### src/rtl/pipeline_hazard_ctrl_if.sv
// pipeline_hazard_ctrl_if: hazard controller bundle; slave = controller, master = pipeline side
interface pipeline_hazard_ctrl_if #(parameter int REG_W = 5);
    logic [REG_W-1:0] i_id_rs, i_id_rt, i_ex_rd, i_mem_rd, i_wb_rd;
    logic i_id_use_rs, i_id_use_rt, i_id_md_op, i_id_hilo_read;
    logic i_ex_rf_enable, i_mem_rf_enable, i_wb_rf_enable;
    logic i_ex_load_instr, i_ex_branch_taken;
    logic o_pc_enable, o_if_id_enable, o_if_id_flush, o_id_ex_bubble, o_md_busy;
    logic [1:0] o_fwd_a, o_fwd_b;
    modport slave (
        input  i_id_rs, i_id_rt, i_ex_rd, i_mem_rd, i_wb_rd,
        input  i_id_use_rs, i_id_use_rt, i_id_md_op, i_id_hilo_read,
        input  i_ex_rf_enable, i_mem_rf_enable, i_wb_rf_enable,
        input  i_ex_load_instr, i_ex_branch_taken,
        output o_pc_enable, o_if_id_enable, o_if_id_flush, o_id_ex_bubble, o_md_busy,
        output o_fwd_a, o_fwd_b
    );
    modport master (
        output i_id_rs, i_id_rt, i_ex_rd, i_mem_rd, i_wb_rd,
        output i_id_use_rs, i_id_use_rt, i_id_md_op, i_id_hilo_read,
        output i_ex_rf_enable, i_mem_rf_enable, i_wb_rf_enable,
        output i_ex_load_instr, i_ex_branch_taken,
        input  o_pc_enable, o_if_id_enable, o_if_id_flush, o_id_ex_bubble, o_md_busy,
        input  o_fwd_a, o_fwd_b
    );
endinterface

### src/rtl/pipeline_hazard_ctrl.sv
// pipeline_hazard_ctrl: stall/flush/forward control for a 5-stage pipeline with HI/LO tracking
// Ports: clk, reset (sync, active-high), hz (pipeline_hazard_ctrl_if.slave: stage fields in, pipeline controls out)
// Optional macro HAZARD_FORWARDING_EN: enables EX operand forwarding; otherwise EX/MEM matches stall
module pipeline_hazard_ctrl #(
    parameter int MD_CYCLES = 4,
    parameter int REG_W     = 5
) (
    input logic clk,
    input logic reset,
    pipeline_hazard_ctrl_if.slave hz
);
    localparam int CW = $clog2(MD_CYCLES + 1);
    typedef enum logic {RUN, MD_WAIT} state_t;
    state_t r_state;
    logic [CW-1:0] r_md_cnt;
    function automatic logic f_match(input logic en, input logic [REG_W-1:0] rd, input logic [REG_W-1:0] src, input logic use_src);
        return en && (rd != '0) && (rd == src) && use_src;
    endfunction
    logic w_ex_a, w_ex_b, w_mem_a, w_mem_b, w_hilo_stall, w_stall, w_md_issue;
    logic [1:0] w_fwd_a, w_fwd_b;
    assign w_ex_a  = f_match(hz.i_ex_rf_enable,  hz.i_ex_rd,  hz.i_id_rs, hz.i_id_use_rs);
    assign w_ex_b  = f_match(hz.i_ex_rf_enable,  hz.i_ex_rd,  hz.i_id_rt, hz.i_id_use_rt);
    assign w_mem_a = f_match(hz.i_mem_rf_enable, hz.i_mem_rd, hz.i_id_rs, hz.i_id_use_rs);
    assign w_mem_b = f_match(hz.i_mem_rf_enable, hz.i_mem_rd, hz.i_id_rs == hz.i_id_rs ? hz.i_id_rt : hz.i_id_rt, hz.i_id_use_rt);
    assign w_hilo_stall = (r_state == MD_WAIT) && (hz.i_id_md_op || hz.i_id_hilo_read);
`ifdef HAZARD_FORWARDING_EN
    logic w_wb_a, w_wb_b;
    assign w_wb_a = f_match(hz.i_wb_rf_enable, hz.i_wb_rd, hz.i_id_rs, hz.i_id_use_rs);
    assign w_wb_b = f_match(hz.i_wb_rf_enable, hz.i_wb_rd, hz.i_id_rt, hz.i_id_use_rt);
    assign w_stall = (hz.i_ex_load_instr && (w_ex_a || w_ex_b)) || w_hilo_stall;
    // a load's EX result is not ready yet, so it is skipped and older stages are considered
    assign w_fwd_a = reset ? 2'b00 : (w_ex_a && !hz.i_ex_load_instr) ? 2'b01 : w_mem_a ? 2'b10 : w_wb_a ? 2'b11 : 2'b00;
    assign w_fwd_b = reset ? 2'b00 : (w_ex_b && !hz.i_ex_load_instr) ? 2'b01 : w_mem_b ? 2'b10 : w_wb_b ? 2'b11 : 2'b00;
`else
    logic w_unused;
    // WB needs no action: the register file writes before it is read
    assign w_unused = ^{hz.i_ex_load_instr, hz.i_wb_rd, hz.i_wb_rf_enable};
    assign w_stall = w_ex_a || w_ex_b || w_mem_a || w_mem_b || w_hilo_stall;
    assign w_fwd_a = 2'b00;
    assign w_fwd_b = 2'b00;
`endif
    // a flushed or stalled mult/div never occupies HI/LO
    assign w_md_issue = hz.i_id_md_op && !w_stall && !hz.i_ex_branch_taken;
    always_ff @(posedge clk) begin
        if (reset) begin
            r_state  <= RUN;
            r_md_cnt <= '0;
        end else if (r_state == RUN) begin
            if (w_md_issue) begin
                r_state  <= MD_WAIT;
                r_md_cnt <= CW'(MD_CYCLES);
            end
        end else begin
            r_state  <= (r_md_cnt == CW'(1)) ? RUN : MD_WAIT;
            r_md_cnt <= r_md_cnt - CW'(1);
        end
    end
    // branch outranks stall: the PC moves to the target and ID is flushed rather than held
    assign hz.o_pc_enable    = !reset && (hz.i_ex_branch_taken || !w_stall);
    assign hz.o_if_id_enable = !reset && (hz.i_ex_branch_taken || !w_stall);
    assign hz.o_if_id_flush  = !reset && hz.i_ex_branch_taken;
    assign hz.o_id_ex_bubble = !reset && (hz.i_ex_branch_taken || w_stall);
    assign hz.o_md_busy      = !reset && (r_state == MD_WAIT);
    assign hz.o_fwd_a        = w_fwd_a;
    assign hz.o_fwd_b        = w_fwd_b;
endmodule

### src/flat_wrapper.sv
// flat-port wrapper written by rule: the top's interface ports become plain ports
module pipeline_hazard_ctrl_flat 
#(
    parameter int MD_CYCLES = 4,
    parameter int REG_W     = 5
)
  (clk, reset, hz_i_id_rs, hz_i_id_rt, hz_i_ex_rd, hz_i_mem_rd, hz_i_wb_rd, hz_i_id_use_rs, hz_i_id_use_rt, hz_i_id_md_op, hz_i_id_hilo_read, hz_i_ex_rf_enable, hz_i_mem_rf_enable, hz_i_wb_rf_enable, hz_i_ex_load_instr, hz_i_ex_branch_taken, hz_o_pc_enable, hz_o_if_id_enable, hz_o_if_id_flush, hz_o_id_ex_bubble, hz_o_md_busy, hz_o_fwd_a, hz_o_fwd_b);
  pipeline_hazard_ctrl_if #(.REG_W(REG_W)) hz_i ();
  input logic clk;
  input logic reset;
  input wire logic [$bits(hz_i.i_id_rs)-1:0] hz_i_id_rs;
  input wire logic [$bits(hz_i.i_id_rt)-1:0] hz_i_id_rt;
  input wire logic [$bits(hz_i.i_ex_rd)-1:0] hz_i_ex_rd;
  input wire logic [$bits(hz_i.i_mem_rd)-1:0] hz_i_mem_rd;
  input wire logic [$bits(hz_i.i_wb_rd)-1:0] hz_i_wb_rd;
  input wire logic [$bits(hz_i.i_id_use_rs)-1:0] hz_i_id_use_rs;
  input wire logic [$bits(hz_i.i_id_use_rt)-1:0] hz_i_id_use_rt;
  input wire logic [$bits(hz_i.i_id_md_op)-1:0] hz_i_id_md_op;
  input wire logic [$bits(hz_i.i_id_hilo_read)-1:0] hz_i_id_hilo_read;
  input wire logic [$bits(hz_i.i_ex_rf_enable)-1:0] hz_i_ex_rf_enable;
  input wire logic [$bits(hz_i.i_mem_rf_enable)-1:0] hz_i_mem_rf_enable;
  input wire logic [$bits(hz_i.i_wb_rf_enable)-1:0] hz_i_wb_rf_enable;
  input wire logic [$bits(hz_i.i_ex_load_instr)-1:0] hz_i_ex_load_instr;
  input wire logic [$bits(hz_i.i_ex_branch_taken)-1:0] hz_i_ex_branch_taken;
  output wire logic [$bits(hz_i.o_pc_enable)-1:0] hz_o_pc_enable;
  output wire logic [$bits(hz_i.o_if_id_enable)-1:0] hz_o_if_id_enable;
  output wire logic [$bits(hz_i.o_if_id_flush)-1:0] hz_o_if_id_flush;
  output wire logic [$bits(hz_i.o_id_ex_bubble)-1:0] hz_o_id_ex_bubble;
  output wire logic [$bits(hz_i.o_md_busy)-1:0] hz_o_md_busy;
  output wire logic [$bits(hz_i.o_fwd_a)-1:0] hz_o_fwd_a;
  output wire logic [$bits(hz_i.o_fwd_b)-1:0] hz_o_fwd_b;
  assign hz_i.i_id_rs = hz_i_id_rs;
  assign hz_i.i_id_rt = hz_i_id_rt;
  assign hz_i.i_ex_rd = hz_i_ex_rd;
  assign hz_i.i_mem_rd = hz_i_mem_rd;
  assign hz_i.i_wb_rd = hz_i_wb_rd;
  assign hz_i.i_id_use_rs = hz_i_id_use_rs;
  assign hz_i.i_id_use_rt = hz_i_id_use_rt;
  assign hz_i.i_id_md_op = hz_i_id_md_op;
  assign hz_i.i_id_hilo_read = hz_i_id_hilo_read;
  assign hz_i.i_ex_rf_enable = hz_i_ex_rf_enable;
  assign hz_i.i_mem_rf_enable = hz_i_mem_rf_enable;
  assign hz_i.i_wb_rf_enable = hz_i_wb_rf_enable;
  assign hz_i.i_ex_load_instr = hz_i_ex_load_instr;
  assign hz_i.i_ex_branch_taken = hz_i_ex_branch_taken;
  assign hz_o_pc_enable = hz_i.o_pc_enable;
  assign hz_o_if_id_enable = hz_i.o_if_id_enable;
  assign hz_o_if_id_flush = hz_i.o_if_id_flush;
  assign hz_o_id_ex_bubble = hz_i.o_id_ex_bubble;
  assign hz_o_md_busy = hz_i.o_md_busy;
  assign hz_o_fwd_a = hz_i.o_fwd_a;
  assign hz_o_fwd_b = hz_i.o_fwd_b;
  pipeline_hazard_ctrl #(.MD_CYCLES(MD_CYCLES), .REG_W(REG_W)) u_core (.clk(clk), .reset(reset), .hz(hz_i));
endmodule
### config.mk
export PLATFORM = sky130hd
export DESIGN_NAME = pipeline_hazard_ctrl_flat
export DESIGN_NICKNAME = d
export VERILOG_FILES = /design/src/rtl/pipeline_hazard_ctrl_if.sv /design/src/rtl/pipeline_hazard_ctrl.sv /design/src/flat_wrapper.sv
export SDC_FILE = /design/constraint.sdc
export NUM_CORES = 1
export LEC_CHECK = 0
export BUFFER_PORTS_ARGS = -buffer_cell sky130_fd_sc_hd__buf_4
export CAP_MARGIN = 20
export CORE_MARGIN = 2
export CORE_UTILIZATION = 39
export DETAILED_ROUTE_END_ITERATION = 16
export GPL_ROUTABILITY_DRIVEN = 0
export PLACE_DENSITY = 0.79
export RECOVER_POWER = 50
export SYNTH_ARGS = -nofsm -noshare
export SYNTH_HDL_FRONTEND = slang
export SYNTH_SLANG_ARGS = --single-unit
### constraint.sdc
create_clock -name clk -period 4 [get_ports clk]
set_input_delay 0.8 -clock clk [delete_from_list [all_inputs] [get_ports clk]]
set_output_delay 0.8 -clock clk [all_outputs]
set_load 0.005 [all_outputs]
==> key figures <==
Detailed routing
  – Number of iterations in the first detailed-routing pass: 3
  – Total wire length: 1586 um
  – DRT antenna net count: 0
  – Vias: 624
  – DR WL/cell: 13.00 um
  – Vias per inst: 5.115
  – Drt drc: 0
  – DRT iter0 DRCs: 3

Layout
  – Area Overhead vs Synth: 42.37%
  – Layout cell share with drive strength beyond 1: 37.74%
  – NumNets Final: 146
  – Fillers: 144
  – ANT cells: 0
  – Fin area: 840.8 um^2

Timing
  – Crit path time final: 3.098 ns
  – RSZ-0062 raised after global routing: no
  – Final Hold Viols: 0
  – Final slew viol count: 0
  – Fmax: 322.8 MHz
  – Final setup violation count: 0
  – Fin crit share: 77.46%
  – Clk_skew: 0.005357 ns
  – Setup TNS: 0 ns

Clock tree
  – Hold_buf cts: 0
  – TritonCTS Buffers: 3
  – Clk_lat worst skew: 0.24 ns
  – CTS resizes: 0
  – Clk Tree Root Cell: clkbuf_4
  – TritonCTS clock tree: yes
  – H-Tree Level Count: 1
  – Clock sinks: 4
  – # Post-CTS Setup Buffers: 0
  – Worst-path clk slew: 0.03 ns
  – Longest Clk Path Bufs: 2

Global route
  – GRT Overall Usage: 18.95%
  – First-pass GRT wire length: 2622 um
  – Antenna violations before repair: 0
  – Vias in the first global route: 644
  – Gr ovfl total: 0
  – Largest net degree at the start of global routing: 10

Hold path
  – HP Class: reg2reg
  – Hold Path Sink: u_core.r_md_cnt[1]
  – Hold path depth: 2
  – Hold Crit Start: u_core.r_md_cnt[1]

Floorplanning
  – Rows: 14
  – Die W: 42.92 um
  – Die height: 42.92 um
  – Die ar.: 1842 um^2
  – Starting Density: 40.62%
  – Core box area: 1454 um^2
  – IO Pins: 45

Pwr
  – Share of total power in combinational logic: 45.3%
  – Cell Int Power: 122.4 uW
  – Psw: 56.57 uW
  – Overall power: 179.0 uW
  – Sequential power share: 26.7%
  – Pwr dens: 212.9 nW/um^2
  – VDD IR-drop max: 0.0001907 V
  – Leakage: 0.3793 nW
  – Sw Ratio: 31.61%
  – Clock power frac: 28.0%

Critical path
  – Crit path launch type: input pin
  – Worst-path fanout max: 4
  – Worst-path cell chain: buf_4 > or4_4 > o21ai_0 > o22a_1 > a21o_1 > buf_4
  – Worst Reg-to-Reg Cells: 4
  – Worst path required time: 3.20 ns
  – Slowest cell delay on critical path: 0.53 ns
  – FF-to-FF Start: u_core.r_md_cnt[0]
  – Critical path class: in2out
  – FF-to-FF End: u_core.r_md_cnt[2]
  – Most frequent cell on the critical path: buf_4
  – Worst reg2reg setup slack: 2.77 ns
  – Crit. End Element: primary output
  – Crit path DAT: 2.30 ns
  – Worst path slowest cell: or4_4

Synthesis
  – Syn_area_per_cell: 8.090 um^2
  – Synth warn: 0
  – Mapped cell area: 590.6 um^2
  – Netlist cell types: 27
  – Yosys reg bits: 4
  – Sequential area share after synthesis: 13.56%
  – Post-Synthesis Cells: 73

Placement
  – Port buffer count: 33
  – Area after DPL: 828.3 um^2
  – DP HPWL: 1335 um

Run status
  – Outcome: finished, final reports clean

Flow run
  – Count of max-cap constraint violations: 0
## cell usage after synthesis
| master | instances | area [um^2] |
|---|---|---|
| and3_1 | 1 | 6.260 |
| ha_1 | 2 | 25.02 |
| nor3_1 | 2 | 10.01 |
| a21o_1 | 1 | 7.510 |
| a221oi_1 | 1 | 8.760 |
| nor2_1 | 8 | 30.03 |
| conb_1 | 1 | 3.750 |
| inv_1 | 4 | 15.01 |
| o31ai_1 | 1 | 7.510 |
| o22a_1 | 1 | 8.760 |
| o21ai_2 | 2 | 17.52 |
| and2_1 | 2 | 12.51 |
| nor2b_1 | 2 | 12.51 |
| o221ai_2 | 1 | 15.01 |
| dfxtp_1 | 4 | 80.08 |
| clkbuf_1 | 1 | 3.750 |
| nand2_1 | 1 | 3.750 |
| a311oi_2 | 1 | 15.01 |
| or4_4 | 1 | 11.26 |
| a32oi_1 | 2 | 17.52 |
| or4_1 | 1 | 7.510 |
| a21oi_1 | 2 | 10.01 |
| nor4_1 | 4 | 25.02 |
| a2111oi_2 | 1 | 15.01 |
| xor2_1 | 16 | 140.1 |
| buf_4 | 5 | 37.54 |
| xnor2_1 | 5 | 43.79 |
## metrics by stage
step / setup slack, ns / hold slack, ns / cells / util [%]
floorplan: 1.249 / 0.4579 / 76 / -
global placement: 0.9838 / 0.4777 / 119 / 56.97
detailed placement: 0.9381 / 0.4949 / 119 / 56.97
CTS: 0.9328 / 0.5005 / 122 / 58.52
global route: 0.7778 / 0.5436 / 122 / 57.83
finish: 0.9018 / 0.4954 / 122 / 57.83
## worst max path at each step
stage	slack, ns	to	cells past startpoint	startpoint
6_report	0.90	hz_o_pc_enable	6	hz_i_mem_rd[0]
3_3_place_gp	0.98	hz_o_pc_enable	7	hz_i_id_rs[4]
2_1_floorplan	1.25	hz_o_pc_enable	5	hz_i_ex_rd[1]
3_5_place_dp	0.94	hz_o_if_id_enable	7	hz_i_id_rs[4]
4_1_cts	0.93	hz_o_if_id_enable	7	hz_i_id_rs[4]
5_1_grt	0.78	hz_o_if_id_enable	6	hz_i_mem_rd[0]
## area by class of cell
class                           instances  area (um^2)  share of cell area, %
Clock buffer                            3        22.52                  2.679
Sequential cell                         4        80.08                  9.524
Multi-Input combinational cell         62        455.4                  54.17
Timing Repair Buffer                   33        247.7                  29.46
Tap cell                               16        20.02                  2.381
Inverter                                4        15.01                  1.786
## metal layers
| metal | global-route usage (%) | up-vias | part of all wire, % |
|---|---|---|---|
| li1 | - | 315 | - |
| met1 | 20.26 | 277 | 42 |
| met2 | 32.42 | 30 | 49 |
| met3 | 7.234 | 2 | 8.6 |
| met4 | 8.750 | 0 | 0.95 |
| met5 | 0 | - | 0 |
## flip-flops by register name (all words and copies together) (netlist names)
name and flops:
u_core.r_state 1, u_core.r_md_cnt 3
## cell usage in the layout (no fill, tap or decap)
cell type | synthesis | routed
a2111oi_2 | 1 | 1
a21o_1 | 1 | 1
a21oi_1 | 2 | 2
a221oi_1 | 1 | 1
a311oi_2 | 1 | 1
a32oi_1 | 2 | 2
and2_1 | 2 | 2
and3_1 | 1 | 1
buf_4 | 5 | 31
clkbuf_4 | 0 | 5
conb_1 | 1 | 4
dfxtp_1 | 4 | 4
ha_1 | 2 | 2
inv_1 | 4 | 4
nand2_1 | 1 | 1
nor2_1 | 8 | 8
nor2b_1 | 2 | 2
nor3_1 | 2 | 2
nor4_1 | 4 | 4
o21ai_0 | 0 | 1
o21ai_2 | 2 | 1
o221ai_1 | 0 | 1
o22a_1 | 1 | 1
o31ai_1 | 1 | 1
or4_1 | 1 | 1
or4_4 | 1 | 1
xnor2_1 | 5 | 5
xor2_1 | 16 | 16
## logic make-up after synthesis
kind of cell | count (synthesis) | synth area share (%)
XOR/XNOR | 21 | 31.14
adder cells (fa/ha/maj) | 2 | 4.237
flip-flops | 4 | 13.56
AND/OR/NAND/NOR | 22 | 20.13
other | 1 | 0.6350
buffers and inverters | 10 | 9.533
AO/OA/AOI/OAI | 13 | 20.76
## worst max-delay path, delay by kind of cell
kind	cells	cell delay (ns)
AO/OA/AOI/OAI	3	0.73
buffers and inverters	2	0.24
AND/OR/NAND/NOR	1	0.53
## power groups by stage
stage                     logic (mW)  registers, mW  clock network [mW]
after floorplan               0.0451         0.0477                   0
after global placement        0.0807         0.0483                   0
after detailed placement      0.0824         0.0485                   0
after CTS                     0.0829         0.0478              0.0531
after global routing          0.0905         0.0484              0.0561
final                         0.0811         0.0478              0.0501
Power figures use the tool's default switching activity.
